## src/rtl/fcvt_arbiter.sv

```systemverilog
// fcvt_arbiter: shares one pipelined float-to-int converter between two
// requesters (A = core FPU issue, B = secondary/vector issue). Round-robin
// issue gated by credits, an id/tag tracking pipe that mirrors the
// converter latency, and a first-word-fall-through response FIFO per
// requester. Credits reserve FIFO space at issue time, so write-back never
// finds a full FIFO and the converter is never stalled.
module fcvt_arbiter #(
    parameter int LATENCY    = 1,
    parameter int FIFO_DEPTH = 4,
    parameter int TAG_W      = 4
) (
    input  logic             clk,
    input  logic             rst,
    input  logic             a_valid,
    output logic             a_ready,
    input  logic [31:0]      a_x,
    input  logic             a_rm,
    input  logic [TAG_W-1:0] a_tag,
    input  logic             b_valid,
    output logic             b_ready,
    input  logic [31:0]      b_x,
    input  logic             b_rm,
    input  logic [TAG_W-1:0] b_tag,
    output logic [31:0]      cvt_x,
    output logic             cvt_rm,
    input  logic [31:0]      cvt_y,
    output logic             ra_valid,
    input  logic             ra_ready,
    output logic [31:0]      ra_y,
    output logic [TAG_W-1:0] ra_tag,
    output logic             rb_valid,
    input  logic             rb_ready,
    output logic [31:0]      rb_y,
    output logic [TAG_W-1:0] rb_tag,
    output logic             busy
);
    localparam int PTR_W = (FIFO_DEPTH > 1) ? $clog2(FIFO_DEPTH) : 1;
    localparam int CNT_W = $clog2(FIFO_DEPTH + 1);
    localparam int NSTG  = LATENCY + 1;

    // Per-requester views, index 0 = A, index 1 = B.
    logic [1:0]       req_valid;
    logic [31:0]      req_x   [2];
    logic [1:0]       req_rm;
    logic [TAG_W-1:0] req_tag [2];
    logic [1:0]       rsp_ready;
    logic [1:0]       rsp_valid;
    logic [31:0]      rsp_y   [2];
    logic [TAG_W-1:0] rsp_tag [2];

    logic [CNT_W:0]   used    [2];
    logic [1:0]       eligible;
    logic [1:0]       want;
    logic [1:0]       ready;
    logic [1:0]       grant;
    logic             any_grant;
    logic             grant_id;

    // Round-robin pointer: 0 means A wins a tie.
    logic             ptr_reg;
    logic [31:0]      cvt_x_reg;
    logic             cvt_rm_reg;

    // Tracking pipe, one stage per converter cycle plus the issue register.
    logic [NSTG-1:0]  stg_valid_reg;
    logic [NSTG-1:0]  stg_id_reg;
    logic [TAG_W-1:0] stg_tag_reg [NSTG];

    assign req_valid  = {b_valid, a_valid};
    assign req_x[0]   = a_x;
    assign req_x[1]   = b_x;
    assign req_rm     = {b_rm, a_rm};
    assign req_tag[0] = a_tag;
    assign req_tag[1] = b_tag;
    assign rsp_ready  = {rb_ready, ra_ready};

    assign any_grant = |grant;
    assign grant_id  = grant[1];

    genvar gi;
    generate
        for (gi = 0; gi < 2; gi++) begin : g_req
            logic [31:0]      mem_y   [FIFO_DEPTH];
            logic [TAG_W-1:0] mem_tag [FIFO_DEPTH];
            logic [PTR_W-1:0] wr_ptr_reg;
            logic [PTR_W-1:0] rd_ptr_reg;
            logic [CNT_W-1:0] occ_reg;
            logic [CNT_W-1:0] inflight_reg;
            logic             push;
            logic             pop;

            assign push = stg_valid_reg[LATENCY] && (stg_id_reg[LATENCY] == 1'(gi));
            assign pop  = rsp_valid[gi] && rsp_ready[gi];

            // Credits come from registered state only; a same-cycle pop is
            // deliberately not credited back until the next cycle.
            assign used[gi]     = {1'b0, occ_reg} + {1'b0, inflight_reg};
            assign eligible[gi] = used[gi] < (CNT_W + 1)'(FIFO_DEPTH);
            assign want[gi]     = req_valid[gi] && eligible[gi];
            // Ready looks only at the other side's request, never our own.
            assign ready[gi]    = eligible[gi] && (!want[1 - gi] || (ptr_reg == 1'(gi)));
            assign grant[gi]    = want[gi] && ready[gi];

            assign rsp_valid[gi] = (occ_reg != '0);
            assign rsp_y[gi]     = mem_y[rd_ptr_reg];
            assign rsp_tag[gi]   = mem_tag[rd_ptr_reg];

            // Response storage: write-back lands at the tail; no reset needed.
            always_ff @(posedge clk) begin
                if (push) begin
                    mem_y[wr_ptr_reg]   <= cvt_y;
                    mem_tag[wr_ptr_reg] <= stg_tag_reg[LATENCY];
                end
            end

            // FIFO pointers and occupancy; push and pop may share an edge.
            always_ff @(posedge clk or posedge rst) begin
                if (rst) begin
                    wr_ptr_reg <= '0;
                    rd_ptr_reg <= '0;
                    occ_reg    <= '0;
                end else begin
                    if (push) wr_ptr_reg <= wr_ptr_reg + PTR_W'(1);
                    if (pop)  rd_ptr_reg <= rd_ptr_reg + PTR_W'(1);
                    if (push && !pop)      occ_reg <= occ_reg + CNT_W'(1);
                    else if (pop && !push) occ_reg <= occ_reg - CNT_W'(1);
                end
            end

            // In-flight count: up on issue, down when the result is written back.
            always_ff @(posedge clk or posedge rst) begin
                if (rst) begin
                    inflight_reg <= '0;
                end else if (grant[gi] && !push) begin
                    inflight_reg <= inflight_reg + CNT_W'(1);
                end else if (push && !grant[gi]) begin
                    inflight_reg <= inflight_reg - CNT_W'(1);
                end
            end
        end
    endgenerate

    // Issue register: capture the granted operand and swing the pointer away
    // from the side just served.
    always_ff @(posedge clk or posedge rst) begin
        if (rst) begin
            cvt_x_reg  <= '0;
            cvt_rm_reg <= 1'b0;
            ptr_reg    <= 1'b0;
        end else if (any_grant) begin
            cvt_x_reg  <= req_x[grant_id];
            cvt_rm_reg <= req_rm[grant_id];
            ptr_reg    <= ~grant_id;
        end
    end

    // Tracking pipe advances every cycle in lockstep with the converter.
    always_ff @(posedge clk or posedge rst) begin
        if (rst) begin
            stg_valid_reg <= '0;
            stg_id_reg    <= '0;
            for (int i = 0; i < NSTG; i++) begin
                stg_tag_reg[i] <= '0;
            end
        end else begin
            stg_valid_reg[0] <= any_grant;
            stg_id_reg[0]    <= grant_id;
            stg_tag_reg[0]   <= req_tag[grant_id];
            for (int i = 1; i < NSTG; i++) begin
                stg_valid_reg[i] <= stg_valid_reg[i-1];
                stg_id_reg[i]    <= stg_id_reg[i-1];
                stg_tag_reg[i]   <= stg_tag_reg[i-1];
            end
        end
    end

    assign cvt_x    = cvt_x_reg;
    assign cvt_rm   = cvt_rm_reg;
    assign a_ready  = ready[0];
    assign b_ready  = ready[1];
    assign ra_valid = rsp_valid[0];
    assign ra_y     = rsp_y[0];
    assign ra_tag   = rsp_tag[0];
    assign rb_valid = rsp_valid[1];
    assign rb_y     = rsp_y[1];
    assign rb_tag   = rsp_tag[1];
    assign busy     = (|stg_valid_reg) || (|rsp_valid);

endmodule

```

## config.mk

```make
export PLATFORM = sky130hd
export DESIGN_NAME = fcvt_arbiter
export DESIGN_NICKNAME = d
export VERILOG_FILES = /design/src/rtl/fcvt_arbiter.sv
export SDC_FILE = /design/constraint.sdc
export NUM_CORES = 1
export LEC_CHECK = 0
export CORE_MARGIN = 10
export CORE_UTILIZATION = 49
export CTS_CLUSTER_DIAMETER = 150
export DETAILED_ROUTE_END_ITERATION = 8
export MAX_ROUTING_LAYER = met4
export PLACE_DENSITY = 0.78
export SYNTH_ARGS = -nofsm -noshare
export SYNTH_HDL_FRONTEND = slang
export SYNTH_SLANG_ARGS = --single-unit
```

## constraint.sdc

```tcl
create_clock -name clk -period 3.7 [get_ports clk]
set_clock_uncertainty 0.05 [all_clocks]
set_input_delay 0.555 -clock clk [delete_from_list [all_inputs] [get_ports clk]]
set_output_delay 0.555 -clock clk [all_outputs]
set_load 0.01 [all_outputs]
```

==> results_dict.tcl <==
set metrics [dict create \
    grt_max_degree 39 \
    start_util_pct 50.0 \
    synth_flop_cell "edfxtp_1" \
    seqPwrFrac_pct 39.1 \
    fp.dieH_um 186 \
    port_buffers 221 \
    die-area_um2 34600 \
    placed_cells 1175 \
    finalSetupViolCount 0 \
    async_reset_ff_share_pct 18.6 \
    row_count 60 \
    p_int_mw 9.75 \
    whs_endpoint "stg_tag_reg[2]" \
    cts_buffers 37 \
    reg2regPathDepth 10 \
    cts_buffer_depth 3 \
    fin_setup_tns_ns 0 \
    power_density_nw_per_um2 798 \
    tightestPinTransition_ns 1.16 \
    fillCellCount 1827 \
    grt_setup_unrepaired "no" \
    viasPerCell 5.55 \
    stdcell_count 1241 \
    cp-end-kind "output port" \
    synthCells 622 \
    path_max_fanout 4 \
    path_cells "ha_1, and3_4, or4_1, a21oi_1, clkdlybuf4s50_1" \
    drt_iter0_drc 399 \
    htreeDepth 2 \
    relSlewSlack_pct 22.3 \
    r2r-end "g_req[0].inflight_reg[2]" \
    finalCritPeriodShare_pct 86.7 \
    cp-start-kind "register" \
    worstHoldStart "stg_tag_reg[6]" \
    die_x_um 186 \
    period_minus_slack_ns 3.21 \
    synth_area_um2 13500 \
    worstPathRequired_ns 3.09 \
    maxSlewViolCount 0 \
    grtUsageTotal_pct 17.6 \
    pre_cts_slack_ns 0.857 \
    post_cts_resized 0 \
    slowest_delay_ns 0.60 \
    drcViolationCount 0 \
    vias 6892 \
    detail-route-antenna-nets 0 \
    max_freq_mhz 312 \
    power_mw 13.8 \
    switching_share_pct 29.4 \
    synth_edf_count 288 \
    grt.overflow.total 0 \
    worst_skew_pair.late_latency_ns 0.50 \
    area_growth_pct 28.1 \
    grt_pass1_wl_um 44800 \
    place_hpwl_um 19300 \
    outcome "finished clean" \
    synth_seq_cells 354 \
    io_pins 222 \
    crit_slowest_cell "clkdlybuf4s50_1" \
    fin_ws_ns 0.492 \
    cts.sinks 354 \
    ff2ff_setup_slack_ns 1.03 \
    gp_congestion 0.762 \
    nets 1005 \
    ys_types 34 \
    hold_viol_final 0 \
    drtPass1Iterations 4 \
    cts_hold_buf 0 \
    critical_path_class "reg -> out" \
    cts_tree "done" \
    wl_um 29400 \
    ys.warnings.count 0 \
    final_cell_area_um2 17300 \
    hp-class "reg -> reg" \
    postCtsSetupBuffers 0 \
    core_um2 27000 \
    ir_drop_mv 0.692 \
    reg2reg_from "g_req[0].occ_reg[1]" \
    clk_pin_slew_ns 0.06 \
    antenna_found_initial 2 \
    post_dp_cell_area_um2 16200 \
    grt_pass1_vias 7626 \
    maxCapViolCount 0 \
    drive_gt1_share_pct 19.3 \
    p_comb_share_pct 36.0 \
    cp.arrival_ns 2.60 \
    root_buffer "clkbuf_16" \
    netSwitchingPower_mw 4.07 \
    worstHoldPathCells 0 \
    p_leak_nw 5.97 \
    syn_avg_cell_area_um2 21.7 \
    synth_fp_nets 754 \
    largest_reg_flops 256 \
    wire_per_inst_um 23.7 \
    clockPowerShare_pct 24.9 \
    synth-seq-area-share_pct 76.2 \
]
==> final cells by class <==
type                       count  area, um2  share of cell area, %
timing repair buffer         244       2400                   13.8
tap                          341        427                   2.46
clock buffer                  43        958                   5.54
inverter                      12       45.0                  0.260
multi-input combinational    224       3010                   17.4
antenna                        2       5.00                 0.0289
sequential                   354      10300                   59.5
clock inverter                21        166                  0.961
==> through the flow <==
stage / hold slack (ns) / util (%)
floorplan: 0.281 / -
global placement: 0.285 / 59.9
detailed placement: 0.286 / 59.9
CTS: 0.299 / 64.0
global route: 0.311 / 64.1
finish: 0.297 / 64.1
==> power groups by stage <==
| stage | clock (mW) | sequential [mW] | combinational, mW |
|---|---|---|---|
| floorplan | 0 | 5.38 | 2.84 |
| global placement | 0 | 5.45 | 5.01 |
| detailed placement | 0 | 5.48 | 5.07 |
| CTS | 3.52 | 5.41 | 5.09 |
| global route | 3.70 | 5.48 | 5.39 |
| finish | 3.44 | 5.40 | 4.98 |
==> synthesized netlist by cell type, types with 4 or more instances <==
master | count | area share [%]
and2_1 | 4 | 0.19
inv_1 | 12 | 0.33
buf_1 | 5 | 0.14
mux2_2 | 4 | 0.33
dfrtp_1 | 66 | 12
a221o_1 | 33 | 2.4
ha_1 | 16 | 1.5
nor3b_1 | 33 | 1.8
buf_2 | 13 | 0.48
edfxtp_1 | 288 | 64
nand2_1 | 6 | 0.17
nor2_1 | 4 | 0.11
and3_1 | 5 | 0.23
clkbuf_1 | 6 | 0.17
buf_6 | 5 | 0.42
mux4_2 | 72 | 12
fa_1 | 4 | 0.59
xnor2_1 | 10 | 0.65
mux2_1 | 4 | 0.33
xor2_1 | 8 | 0.52
==> worst max-delay path by stage <==
stage,startpoint,endpoint,slack [ns]
6_report,g_req[0].occ_reg[1],a_ready,0.49
5_1_grt,g_req[0].occ_reg[1],a_ready,0.34
4_1_cts,g_req[0].occ_reg[1],a_ready,0.40
3_5_place_dp,a_valid,g_req[0].inflight_reg[2],0.86
3_3_place_gp,b_valid,a_ready,0.90
2_1_floorplan,g_req[0].occ_reg[1],g_req[0].inflight_reg[2],0.96
==> logic make-up after synthesis <==
kind of cell | count (synthesis) | share of synthesized area, %
DFF | 354 | 76.2
muxes | 80 | 12.7
and+or+nand+nor | 66 | 3.38
buffers and inverters | 44 | 1.70
AOI/OAI and AO/OA | 40 | 2.82
adders and majority gates | 20 | 2.07
xor gates and xnor gates | 18 | 1.17
==> cells in the final DEF, fill, tap and decap left out, drive strengths merged <==
cell type and count:
nor2 4, nand2b 2, fa 4, xnor2 10, nor4 2, or2 1
or3 2, nor3b 33, nor2b 1, inv 15, or4 3, dfrtp 66
and2 4, a21oi 2, clkbuf 43, nand2 6, a21boi 2, and3 6
diode 2, a221o 33, bufinv 2, mux4 72, clkdlybuf4s50 221, edfxtp 288
nand3 2, xor2 8, clkinv 15, mux2 8, clkinvlp 1, ha 16
o21ai 3, buf 23
==> routing by layer <==
metal  wire length, um  share of wire [%]  vias up  track usage [%]
li1                  -                  -     3062                -
met1             12200                 42     3530             21.7
met2             14100                 48      274             28.0
met3              2780                9.5       26             6.30
met4               261               0.89        0             3.22
met5                 0                  0        -                -
==> critical path: cells and delay by family (launching register included) <==
kind | cells | cell delay (ns)
AOI/OAI and AO/OA | 1 | 0.21
adders and majority gates | 1 | 0.31
buffers and inverters | 1 | 0.60
DFF | 1 | 0.42
and+or+nand+nor | 2 | 0.57
Note: power is estimated with default switching activity, not from simulation.
